$ cat src/rtl/fp_fmt_pkg.sv
// Shared floating-point format constants and stage payload types for the
// FP29i -> FP16 output converter.
//   FP16  : {sign, exp[4:0], frac[9:0]}, bias 15
//   FP16i : 11-bit significand (hidden bit + 10 fraction bits)
//   FP29i : sign, 6-bit biased exponent (bias 31), 22-bit right-aligned mantissa
package fp_fmt_pkg;

  localparam int FP16_EXP_W   = 5;
  localparam int FP16_MAN_W   = 10;
  localparam int FP16_BIAS    = 15;

  localparam int FP16I_MAN_W  = 11;

  localparam int FP29I_EXP_W  = 6;
  localparam int FP29I_MAN_W  = 22;
  localparam int FP29I_BIAS   = 31;

  localparam int LZC_W        = $clog2(FP29I_MAN_W + 1);

  localparam logic [15:0] FP16_PINF = 16'h7C00;
  localparam logic [15:0] FP16_NINF = 16'hFC00;

  // Normalized/denormalized word handed from stage 2 to the round/pack stage.
  // nm[21] is the hidden bit for normals; for subnormals nm is already shifted
  // onto the FP16 subnormal grid and exp is 0.
  typedef struct packed {
    logic                   sgn;
    logic                   zero;
    logic                   ovf;
    logic [FP16_EXP_W-1:0]  exp;
    logic [FP29I_MAN_W-1:0] nm;
    logic                   sticky;
  } fp_norm_t;

  typedef struct packed {
    logic [15:0] fp16;
    logic        ovf;
    logic        unf;
    logic        inexact;
  } fp16_res_t;

endpackage

$ cat src/rtl/bsl.sv
// Logical barrel shift left.
//   i_data : input word
//   i_amt  : shift amount (amounts >= W give 0)
//   o_data : shifted word
module bsl #(
  parameter int W  = 22,
  parameter int SW = 5
) (
  input  logic [W-1:0]  i_data,
  input  logic [SW-1:0] i_amt,
  output logic [W-1:0]  o_data
);

  assign o_data = i_data << i_amt;

endmodule

$ cat src/rtl/bsr.sv
// Logical barrel shift right with sticky collection.
//   i_data   : input word
//   i_amt    : shift amount (amounts >= W give 0 and sticky = |i_data)
//   o_data   : shifted word
//   o_sticky : OR of every bit shifted out
module bsr #(
  parameter int W  = 22,
  parameter int SW = 5
) (
  input  logic [W-1:0]  i_data,
  input  logic [SW-1:0] i_amt,
  output logic [W-1:0]  o_data,
  output logic          o_sticky
);

  logic [W-1:0] w_lost_mask;

  assign o_data      = i_data >> i_amt;
  assign w_lost_mask = ~({W{1'b1}} << i_amt);
  assign o_sticky    = |(i_data & w_lost_mask);

endmodule

$ cat src/rtl/count_lead_zero.sv
// Leading-zero counter.
//   i_data : word to scan (MSB first)
//   o_cnt  : number of leading zeros, W when i_data is all zero
module count_lead_zero #(
  parameter int W  = 22,
  parameter int CW = $clog2(W + 1)
) (
  input  logic [W-1:0]  i_data,
  output logic [CW-1:0] o_cnt
);

  // Scanning upward lets the highest set bit have the final say.
  always_comb begin
    o_cnt = CW'(W);
    for (int i = 0; i < W; i++) begin
      if (i_data[i]) o_cnt = CW'(W - 1 - i);
    end
  end

endmodule

$ cat src/rtl/fp16_round_pack.sv
// Combinational round-and-pack stage: takes a normalized (or pre-shifted
// subnormal) word and produces the FP16 encoding plus status flags.
//   i_norm : stage-2 payload (sign, zero, pre-round overflow, exp field,
//            22-bit significand with hidden bit at [21], prior sticky)
//   o_res  : {fp16, ovf, unf, inexact}
module fp16_round_pack
  import fp_fmt_pkg::*;
#(
  parameter bit ROUND_RNE = 1'b1
) (
  input  fp_norm_t  i_norm,
  output fp16_res_t o_res
);

  // Guard sits just below the FP16 LSB when the 22-bit significand is cut
  // down to the 11-bit FP16i significand.
  localparam int GRD   = FP29I_MAN_W - FP16I_MAN_W - 1;
  localparam int MAG_W = FP16_EXP_W + FP16_MAN_W;

  logic             w_guard;
  logic             w_sticky;
  logic             w_lsb;
  logic             w_inc;
  logic [MAG_W-1:0] w_mag;
  logic             w_rnd_ovf;
  logic             w_unused_hidden;

  assign w_guard         = i_norm.nm[GRD];
  assign w_sticky        = (|i_norm.nm[GRD-1:0]) | i_norm.sticky;
  assign w_lsb           = i_norm.nm[GRD+1];
  assign w_inc           = ROUND_RNE && w_guard && (w_sticky || w_lsb);
  // Hidden bit is implied by the exponent field, so it is not packed.
  assign w_unused_hidden = i_norm.nm[FP29I_MAN_W-1];

  // Adding the increment to {exp, frac} as one integer lets a fraction
  // carry-out bump the exponent, and lets a subnormal roll up to exp=1.
  assign w_mag     = {i_norm.exp, i_norm.nm[FP29I_MAN_W-2 -: FP16_MAN_W]} + MAG_W'(w_inc);
  assign w_rnd_ovf = &w_mag[MAG_W-1 -: FP16_EXP_W];

  always_comb begin
    o_res = '0;
    if (i_norm.zero) begin
      o_res.fp16 = {i_norm.sgn, 15'h0};
    end else if (i_norm.ovf || w_rnd_ovf) begin
      o_res.fp16    = i_norm.sgn ? FP16_NINF : FP16_PINF;
      o_res.ovf     = 1'b1;
      o_res.inexact = 1'b1;
    end else begin
      o_res.fp16    = {i_norm.sgn, w_mag};
      o_res.unf     = (w_mag == '0);
      o_res.inexact = w_guard | w_sticky;
    end
  end

endmodule

$ cat src/rtl/fp29i_to_fp16.sv
// FP29i -> IEEE FP16 output converter, 3-stage valid/ready pipeline.
//   Stage 1: register input; leading-zero count on the registered mantissa.
//   Stage 2: normalize, compute FP16 exponent, denormalize into subnormal
//            range with sticky collection, flag overflow.
//   Stage 3: round (RNE or truncate) and pack; result registered at output.
// Ports:
//   clk, rst                       clock, synchronous active-high reset
//   in_valid/in_ready              input handshake
//   in_sgn, in_exp, in_man_dn      FP29i word: (-1)^s * man * 2^(exp-bias-21)
//   out_valid/out_ready            output handshake
//   out_fp16                       FP16 {sign, exp[4:0], frac[9:0]}
//   out_ovf, out_unf, out_inexact  saturated to Inf / nonzero flushed to 0 /
//                                  rounding lost nonzero bits
module fp29i_to_fp16
  import fp_fmt_pkg::*;
#(
  parameter int IN_EXPBIAS  = FP29I_BIAS,
  parameter int OUT_EXPBIAS = FP16_BIAS,
  parameter bit ROUND_RNE   = 1'b1
) (
  input  logic                   clk,
  input  logic                   rst,
  input  logic                   in_valid,
  output logic                   in_ready,
  input  logic                   in_sgn,
  input  logic [FP29I_EXP_W-1:0] in_exp,
  input  logic [FP29I_MAN_W-1:0] in_man_dn,
  output logic                   out_valid,
  input  logic                   out_ready,
  output logic [15:0]            out_fp16,
  output logic                   out_ovf,
  output logic                   out_unf,
  output logic                   out_inexact
);

  localparam int STAGES = 3;

  logic [STAGES:1]        r_vld_pipe;
  logic                   w_en;

  logic                   r1_sgn;
  logic [FP29I_EXP_W-1:0] r1_exp;
  logic [FP29I_MAN_W-1:0] r1_man;

  logic [LZC_W-1:0]       w_lzc;
  logic [FP29I_MAN_W-1:0] w_nm;
  logic [FP29I_MAN_W-1:0] w_nm_sh;
  logic                   w_sh_sticky;
  logic signed [7:0]      w_e;
  logic                   w_sub;
  logic [7:0]             w_rsh_full;
  logic [4:0]             w_rsh;
  fp_norm_t               w_norm;

  fp_norm_t               r2_norm;
  fp16_res_t              w_res;
  fp16_res_t              r3_res;

  // One enable for the whole pipe: bubbles advance too, so spacing between
  // words is preserved and a stall freezes every stage at once.
  assign w_en      = !out_valid || out_ready;
  assign in_ready  = w_en;
  assign out_valid = r_vld_pipe[STAGES];

  // ---------------- stage 1 -> 2 ----------------
  count_lead_zero #(.W(FP29I_MAN_W), .CW(LZC_W)) u_lzc (
    .i_data (r1_man),
    .o_cnt  (w_lzc)
  );

  bsl #(.W(FP29I_MAN_W), .SW(LZC_W)) u_bsl (
    .i_data (r1_man),
    .i_amt  (w_lzc),
    .o_data (w_nm)
  );

  // 8-bit modular arithmetic; the result is read as signed.
  assign w_e = {2'b00, r1_exp} - 8'(IN_EXPBIAS - OUT_EXPBIAS) - 8'(w_lzc);

  assign w_sub      = (w_e <= 8'sd0);
  assign w_rsh_full = 8'd1 - w_e;
  // Any shift past the 22-bit width already clears nm and folds everything
  // into sticky, so clamping to 31 changes nothing.
  assign w_rsh      = !w_sub ? 5'd0 : (w_rsh_full > 8'd31) ? 5'd31 : w_rsh_full[4:0];

  bsr #(.W(FP29I_MAN_W), .SW(5)) u_bsr (
    .i_data   (w_nm),
    .i_amt    (w_rsh),
    .o_data   (w_nm_sh),
    .o_sticky (w_sh_sticky)
  );

  always_comb begin
    w_norm        = '0;
    w_norm.sgn    = r1_sgn;
    w_norm.zero   = (r1_man == '0);
    w_norm.ovf    = !w_sub && (w_e >= 8'sd31);
    w_norm.exp    = w_sub ? '0 : w_e[FP16_EXP_W-1:0];
    w_norm.nm     = w_nm_sh;
    w_norm.sticky = w_sh_sticky;
  end

  // ---------------- stage 2 -> 3 ----------------
  fp16_round_pack #(.ROUND_RNE(ROUND_RNE)) u_rp (
    .i_norm (r2_norm),
    .o_res  (w_res)
  );

  // ---------------- pipeline registers ----------------
  always_ff @(posedge clk) begin
    if (rst) begin
      r_vld_pipe <= '0;
      r1_sgn     <= 1'b0;
      r1_exp     <= '0;
      r1_man     <= '0;
      r2_norm    <= '0;
      r3_res     <= '0;
    end else if (w_en) begin
      r_vld_pipe <= {r_vld_pipe[STAGES-1:1], in_valid};
      r1_sgn     <= in_sgn;
      r1_exp     <= in_exp;
      r1_man     <= in_man_dn;
      r2_norm    <= w_norm;
      r3_res     <= w_res;
    end
  end

  assign out_fp16    = r3_res.fp16;
  assign out_ovf     = r3_res.ovf;
  assign out_unf     = r3_res.unf;
  assign out_inexact = r3_res.inexact;

endmodule
$ cat config.mk
export PLATFORM = sky130hd
export DESIGN_NAME = fp29i_to_fp16
export DESIGN_NICKNAME = d
export VERILOG_FILES = /design/src/rtl/fp_fmt_pkg.sv /design/src/rtl/bsl.sv /design/src/rtl/bsr.sv /design/src/rtl/count_lead_zero.sv /design/src/rtl/fp16_round_pack.sv /design/src/rtl/fp29i_to_fp16.sv
export SDC_FILE = /design/constraint.sdc
export NUM_CORES = 1
export LEC_CHECK = 0
export CAP_MARGIN = 20
export CELL_PAD_IN_SITES_DETAIL_PLACEMENT = 0
export CELL_PAD_IN_SITES_GLOBAL_PLACEMENT = 1
export CORE_ASPECT_RATIO = 1.75
export CORE_MARGIN = 3
export CORE_UTILIZATION = 44
export CTS_CLUSTER_DIAMETER = 100
export DETAILED_ROUTE_END_ITERATION = 6
export GPL_TIMING_DRIVEN = 0
export PLACE_DENSITY_LB_ADDON = 0.1
export SYNTH_ARGS = -nofsm -noshare
export SYNTH_HDL_FRONTEND = slang
export SYNTH_SLANG_ARGS = --single-unit
$ cat constraint.sdc
create_clock -name clk -period 7.1 [get_ports clk]
set_input_delay 1.42 -clock clk [delete_from_list [all_inputs] [get_ports clk]]
set_output_delay 1.42 -clock clk [all_outputs]
set_load 0.02 [all_outputs]
==> results.cfg, run 1 <==
[timing]
fmax_ghz = 0.149
finClkSkew_ns = 0.0145
setup_tns_ns = 0
fin_crit_sh_pct = 94.5
min_period_ns = 6.71
finalSetupViolations = 0
max_slew.worst_pin.slew_ns = 0.990
timing.final.max_slew_violations = 0
hold_violations = 0
relSlewSlack_pct = 33.6
rsz0062_at_grt = false

[pwr]
power_uw = 2220
pwr-share-clk_pct = 25.3
power.density_nw_per_um2 = 279
p_comb_share_pct = 49.9
p_int_uw = 1240
p_sw_uw = 978
seqPwrFrac_pct = 24.7
total_leakage_power_uw = 0.00297
swShare_pct = 44.1
vdd_ir_drop_max_v = 0.000155

[grt]
grt_pass1_wl_microns = 44100
grt_use_total_pct = 33.4
grt_max_degree = 15
grt_pass1_vias = 7958
grt_overflow = 0
antenna_found_initial = 1

[layout]
diodes = 0
drive_above_1_share_pct = 7.54
syn_to_final_growth_pct = 16.2
fillers = 1621
final_net_count = 1073

[worst_setup_path]
arrival_ns = 6.97
rrSetupSlack_ns = 0.39
cp-start-kind = flip-flop
crit_path_start = r1_man[16]$_SDFFE_PP0P_
cp_data_required_time_ns = 7.36
worstSetupPathType = flip-flop to flip-flop
worstPathMaxFanout = 11
end_kind = flip-flop
r2r-start = r1_man[16]$_SDFFE_PP0P_

[yosys]
avgSynthCellArea_sq_um = 7.08
synthDistinctLibCells = 90
synth.top_cells.by_count = nand2_1, nor2_1, a21oi_1
yosys_warnings = 0
synth_area_leader_cell = dfxtp_1
yosys.area.top_type_share_pct = 23.7
synth_seq_cells = 81
syn_inst = 967
netlist_area_sq_um = 6850
synth.area.top_cells = dfxtp_1, nand2_1, a21oi_1, nor2_1, mux2i_1
seq_area_frac_synth_pct = 23.7
synth.most_common_cell = nand2_1
ys_async_sr_fraction_pct = 0
synth_top_flop_cell = dfxtp_1
synth_edf_count = 0
syn_nets = 1010

[placement]
gp_congestion = 1.06
port_buffers = 52
hpwl_microns = 22700

[routing]
vias = 7934
dr.pass1.iters = 7
ant_nets = 0
wirelength_microns = 28600
vias_per_cell = 6.52
detail_route.wl_per_cell_microns = 23.5
drtIter0Drc = 530
drc_errors = 0

[outcome]
status = finished, final reports clean

[die]
dieArea_sq_um = 17200
start_util_pct = 45.5
core_sq_um = 15100
die_h_microns = 171
die_w_microns = 100
pin_count = 54
num_rows = 59

[min_path]
hp-start = r_vld_pipe[1]$_SDFFE_PP0P_
hold_path_class = flip-flop to flip-flop

[clocking]
numCtsBuffers = 9
tritoncts = built
htree_levels = 3
clock_sinks = 81
clock-root-buffer = clkbuf_16
insertion_delay_ns = 0.35
path_clk_slew_ns = 0.07
cts_hold_buf = 0
cts_buffer_depth = 2

[job]
maxCapViolCount = 0
final timing paths:
kind,cells past startpoint,to
worst max-delay path,23,r2_norm[3]$_SDFFE_PP0P_
worst min-delay path,2,r_vld_pipe[1]$_SDFFE_PP0P_
worst max register to register,23,r2_norm[3]$_SDFFE_PP0P_
worst min register to register,2,r_vld_pipe[1]$_SDFFE_PP0P_
cell families (layout without fill, tap and decap cells):
| group | after synthesis | after routing | synth area share, % |
|---|---|---|---|
| xor+xnor | 19 | 19 | 2.43 |
| mux | 38 | 38 | 6.10 |
| fa+ha+maj | 10 | 10 | 1.94 |
| compound gates | 334 | 334 | 33.8 |
| buf+inv | 99 | 166 | 6.37 |
| flops | 81 | 81 | 23.7 |
| simple gates | 386 | 386 | 25.7 |
power by group through the flow:
stage	Clock, uW	Sequential, uW	Combinational [uW]
2_1_floorplan	0	563	729
3_3_place_gp	0	558	1080
3_5_place_dp	0	559	1070
4_1_cts	569	549	1070
5_1_grt	581	554	1190
6_report	563	549	1110
worst max-delay path, stage by stage, from the launching register on:
cell and delay, ns:
dfxtp_1 0.30, clkbuf_1 0.20, nor4_2 0.46, o31ai_1 0.24, a211o_1 0.43, nand2_2 0.23
inv_2 0.05, buf_4 0.18, buf_2 0.23, fa_1 0.48, xor2_1 0.22, inv_1 0.12
ha_1 0.25, nand2b_1 0.07, mux2_2 0.29, nor4bb_1 0.29, a22oi_1 0.15, buf_2 0.22
o21ai_2 0.47, clkbuf_1 0.54, nor2_1 0.14, nor3_1 0.62, a21oi_1 0.20, a211oi_1 0.22
repair_timing:
| item | CTS | global route |
|---|---|---|
| resized for setup | 0 | 7 |
| hold endpoints to repair | 0 | 0 |
| setup endpoints to repair | 0 | 10 |
| setup buffers | 0 | 0 |
per-stage QoR:
step                area, sq um  util [%]  setup slack [ns]  cells  hold WS (ns)
floorplan                  6850         -              1.89    967         0.426
global placement           7600      50.5             0.308   1202         0.439
detailed placement         7600      50.5             0.325   1202         0.447
CTS                        7940      52.7             0.309   1217         0.455
global route               7960      52.9            0.0777   1217         0.479
finish                     7960      52.9             0.393   1217         0.452
area by class of cell:
cell class	instances	area [sq um]	share of cell area (%)
Buffer	74	333	4.18
Clock buffer	9	225	2.83
Clock inverter	6	115	1.45
Inverter	25	106	1.34
Multi-Input combinational cell	787	4810	60.4
Sequential cell	81	1620	20.4
Tap cell	183	229	2.88
Timing Repair Buffer	52	520	6.54
flip-flops by register name (all words and copies together), names as in the netlist:
name and count:
r2_norm 30, r1_man 22, out_fp16 16, r1_exp 6, r_vld_pipe 3, out_inexact 1, out_ovf 1, out_unf 1
r1_sgn 1
routing by layer:
| layer | track usage, % | wire (microns) |
|---|---|---|
| met1 | 31.1 | 9410 |
| met2 | 61.2 | 14800 |
| met3 | 5.51 | 1420 |
| met4 | 29.4 | 2970 |
| met5 | 0 | 0 |
cell usage in the layout, fill, tap and decap left out, types with 25 or more instances in the layout:
master / synthesis / routed
a211oi_1: 25 / 25
a21oi_1: 94 / 94
clkbuf_1: 46 / 45
clkdlybuf4s50_1: 0 / 52
dfxtp_1: 81 / 81
mux2i_1: 26 / 26
nand2_1: 132 / 132
nand3_1: 31 / 31
nor2_1: 109 / 108
nor3_1: 34 / 32
o21ai_0: 45 / 45
Note: power is estimated with default switching activity, not from simulation.
==> run 2: changes to the inputs <==
--- a/config.mk
+++ b/config.mk
@@ -18,3 +18,4 @@
 export SYNTH_ARGS = -nofsm -noshare
 export SYNTH_HDL_FRONTEND = slang
 export SYNTH_SLANG_ARGS = --single-unit
+export TNS_END_PERCENT = 5
==> run 2 against run 1 <==
Design area about the same. Core utilization barely moved. Global-route usage unchanged. First-iteration DRC count up 3.2%. Total power barely moved. Worst setup slack worse by 0.12 ns. Worst hold slack is essentially flat. Clock skew is 0.0016 ns lower. Largest cell class unchanged.
==> results.cfg, run 2 (synthesized netlist as in run 1, its figures left out) <==
[layout]
diodes = 0
drive_above_1_share_pct = 7.25
syn_to_final_growth_pct = 16.1
layoutNonFillerInstCount = 1217
final_cell_mix = nand2_1, nor2_1, a21oi_1, dfxtp_1, clkdlybuf4s50_1
final_net_count = 1073
largest_register = r2_norm
final_common_cell = nand2_1
largest_reg_flops = 30
finalInstanceArea_sq_um = 7950

[grt]
grt_max_degree = 15
grt_pass1_wl_microns = 44100
grt_overflow = 0
grt_use_total_pct = 33.4
antenna_found_initial = 1
grt_pass1_vias = 7958

[routing]
detail_route.wl_per_cell_microns = 23.5
vias_per_cell = 6.53
wirelength_microns = 28600
dr.pass1.iters = 6
ant_nets = 0
drc_errors = 0
vias = 7950
drtIter0Drc = 547

[placement]
dpl_cell_area_sq_um = 7600
hpwl_microns = 22700
gp_congestion = 1.06
dp_cells = 1202
place_ws_ns = 0.325
port_buffers = 52

[die]
num_rows = 59
start_util_pct = 45.5
core_sq_um = 15100
die_w_microns = 100
dieArea_sq_um = 17200
pin_count = 54
die_h_microns = 171

[worst_setup_path]
crit_buf_inv = 8
worstReg2RegEnd = r2_norm[6]$_SDFFE_PP0P_
cp-start-kind = flip-flop
cp_top_family = buffers and inverters
arrival_ns = 7.10
r2r_cells = 24
critical-path-max-stage-delay_ns = 0.56
worstPathMaxFanout = 11
cp_data_required_time_ns = 7.37
crit_chain = clkbuf_1 > nor4_2 > o31ai_1 > a211o_1 > nand2_2 > inv_2 > buf_4 > buf_2 > fa_1 > xor2_1 > inv_1 > ha_1 > nand2b_1 > mux2_2 > nor4_1 > a32oi_1 > clkbuf_1 > nand2_1 > buf_1 > clkbuf_1 > o32ai_1 > a211oi_1 > o21ai_0 > o21ai_1
worstSetupPathType = flip-flop to flip-flop
end_kind = flip-flop
worst_path_max_delay_cell = clkbuf_1
rrSetupSlack_ns = 0.28
r2r-start = r1_man[16]$_SDFFE_PP0P_
cp_common_cell = clkbuf_1

[min_path]
hold_path_class = flip-flop to flip-flop
hp-start = r_vld_pipe[1]$_SDFFE_PP0P_
hold_path_end = r_vld_pipe[1]$_SDFFE_PP0P_
whs_path_depth = 2

[clocking]
numCtsBuffers = 9
cts_hold_buf = 0
htree_levels = 3
path_clk_slew_ns = 0.07
tritoncts = built
clock_sinks = 81
clock-root-buffer = clkbuf_16
cts_buffer_depth = 2
insertion_delay_ns = 0.35

[timing]
rsz0062_at_grt = true
finalWorstSetupSlack_ns = 0.276
finalSetupViolations = 0
timing.final.max_slew_violations = 0
relSlewSlack_pct = 33.3
min_period_ns = 6.82
setup_tns_ns = 0
finClkSkew_ns = 0.0129
max_slew.worst_pin.slew_ns = 0.995
fmax_ghz = 0.147
fin_crit_sh_pct = 96.1
hold_violations = 0

[pwr]
vdd_ir_drop_max_v = 0.000156
total_leakage_power_uw = 0.00296
power.density_nw_per_um2 = 279

[outcome]
status = finished, final reports clean

[job]
maxCapViolCount = 0
run 2: changes by cell type in the layout (fill, tap and decap cells not counted):
| cell | before | now |
|---|---|---|
| clkbuf_1 | 45 | 46 |
| o31ai_2 | 2 | 1 |
| clkbuf_2 | 2 | 0 |
| o31ai_1 | 8 | 9 |
| buf_1 | 4 | 5 |
run 2: worst min-delay path: stages (launching register included):
cell     delay [ns]
dfxtp_1        0.31
nand2_1        0.05
a21oi_1        0.05
run 2: how the worst max path moves through the flow:
stage,slack (ns),to,from,cells past startpoint
after CTS,0.31,r2_norm[6]$_SDFFE_PP0P_,r1_man[17]$_SDFFE_PP0P_,24
final,0.28,r2_norm[6]$_SDFFE_PP0P_,r1_man[16]$_SDFFE_PP0P_,24
after detailed placement,0.33,r2_norm[6]$_SDFFE_PP0P_,r1_man[17]$_SDFFE_PP0P_,24
after global routing,-0.19,r2_norm[10]$_SDFFE_PP0P_,r1_man[16]$_SDFFE_PP0P_,23
after global placement,0.31,r2_norm[6]$_SDFFE_PP0P_,r1_man[17]$_SDFFE_PP0P_,24
after floorplan,1.89,r2_norm[0]$_SDFFE_PP0P_,r1_man[13]$_SDFFE_PP0P_,26
run 2: power by group:
group	internal [uW]	switching [uW]
Clock	345	218
Sequential	509	40.0
Combinational	387	721
Total	1240	978
run 2: layout make-up:
type | count | area, sq um
Tap cell | 183 | 229
Multi-Input combinational cell | 787 | 4800
Clock buffer | 9 | 225
Clock inverter | 6 | 115
Inverter | 25 | 106
Sequential cell | 81 | 1620
Fill cell | 1622 | 7110
Timing Repair Buffer | 52 | 520
Buffer | 74 | 330
run 2: layer usage:
layer	vias up	part of all wire, %	track usage [%]
met3	168	5.4	5.51
met1	3697	32	31.1
met5	-	0	0
met4	0	10	29.4
li1	3717	-	-
met2	368	52	61.2
run 2: repair_timing:
| item | in CTS | in global routing |
|---|---|---|
| setup buffers | 0 | 0 |
| endpoints found under the hold margin | 0 | 0 |
| endpoints found under the setup margin | 0 | 10 |
| resized for setup | 0 | 3 |
run 2: metrics by stage:
| step | power, uW | hold slack (ns) | utilization [%] |
|---|---|---|---|
| 6_report | 2220 | 0.452 | 52.8 |
| 5_1_grt | 2320 | 0.479 | 52.8 |
| 4_1_cts | 2190 | 0.455 | 52.7 |
| 3_5_place_dp | 1630 | 0.447 | 50.5 |
| 3_3_place_gp | 1630 | 0.439 | 50.5 |
| 2_1_floorplan | 1290 | 0.426 | - |
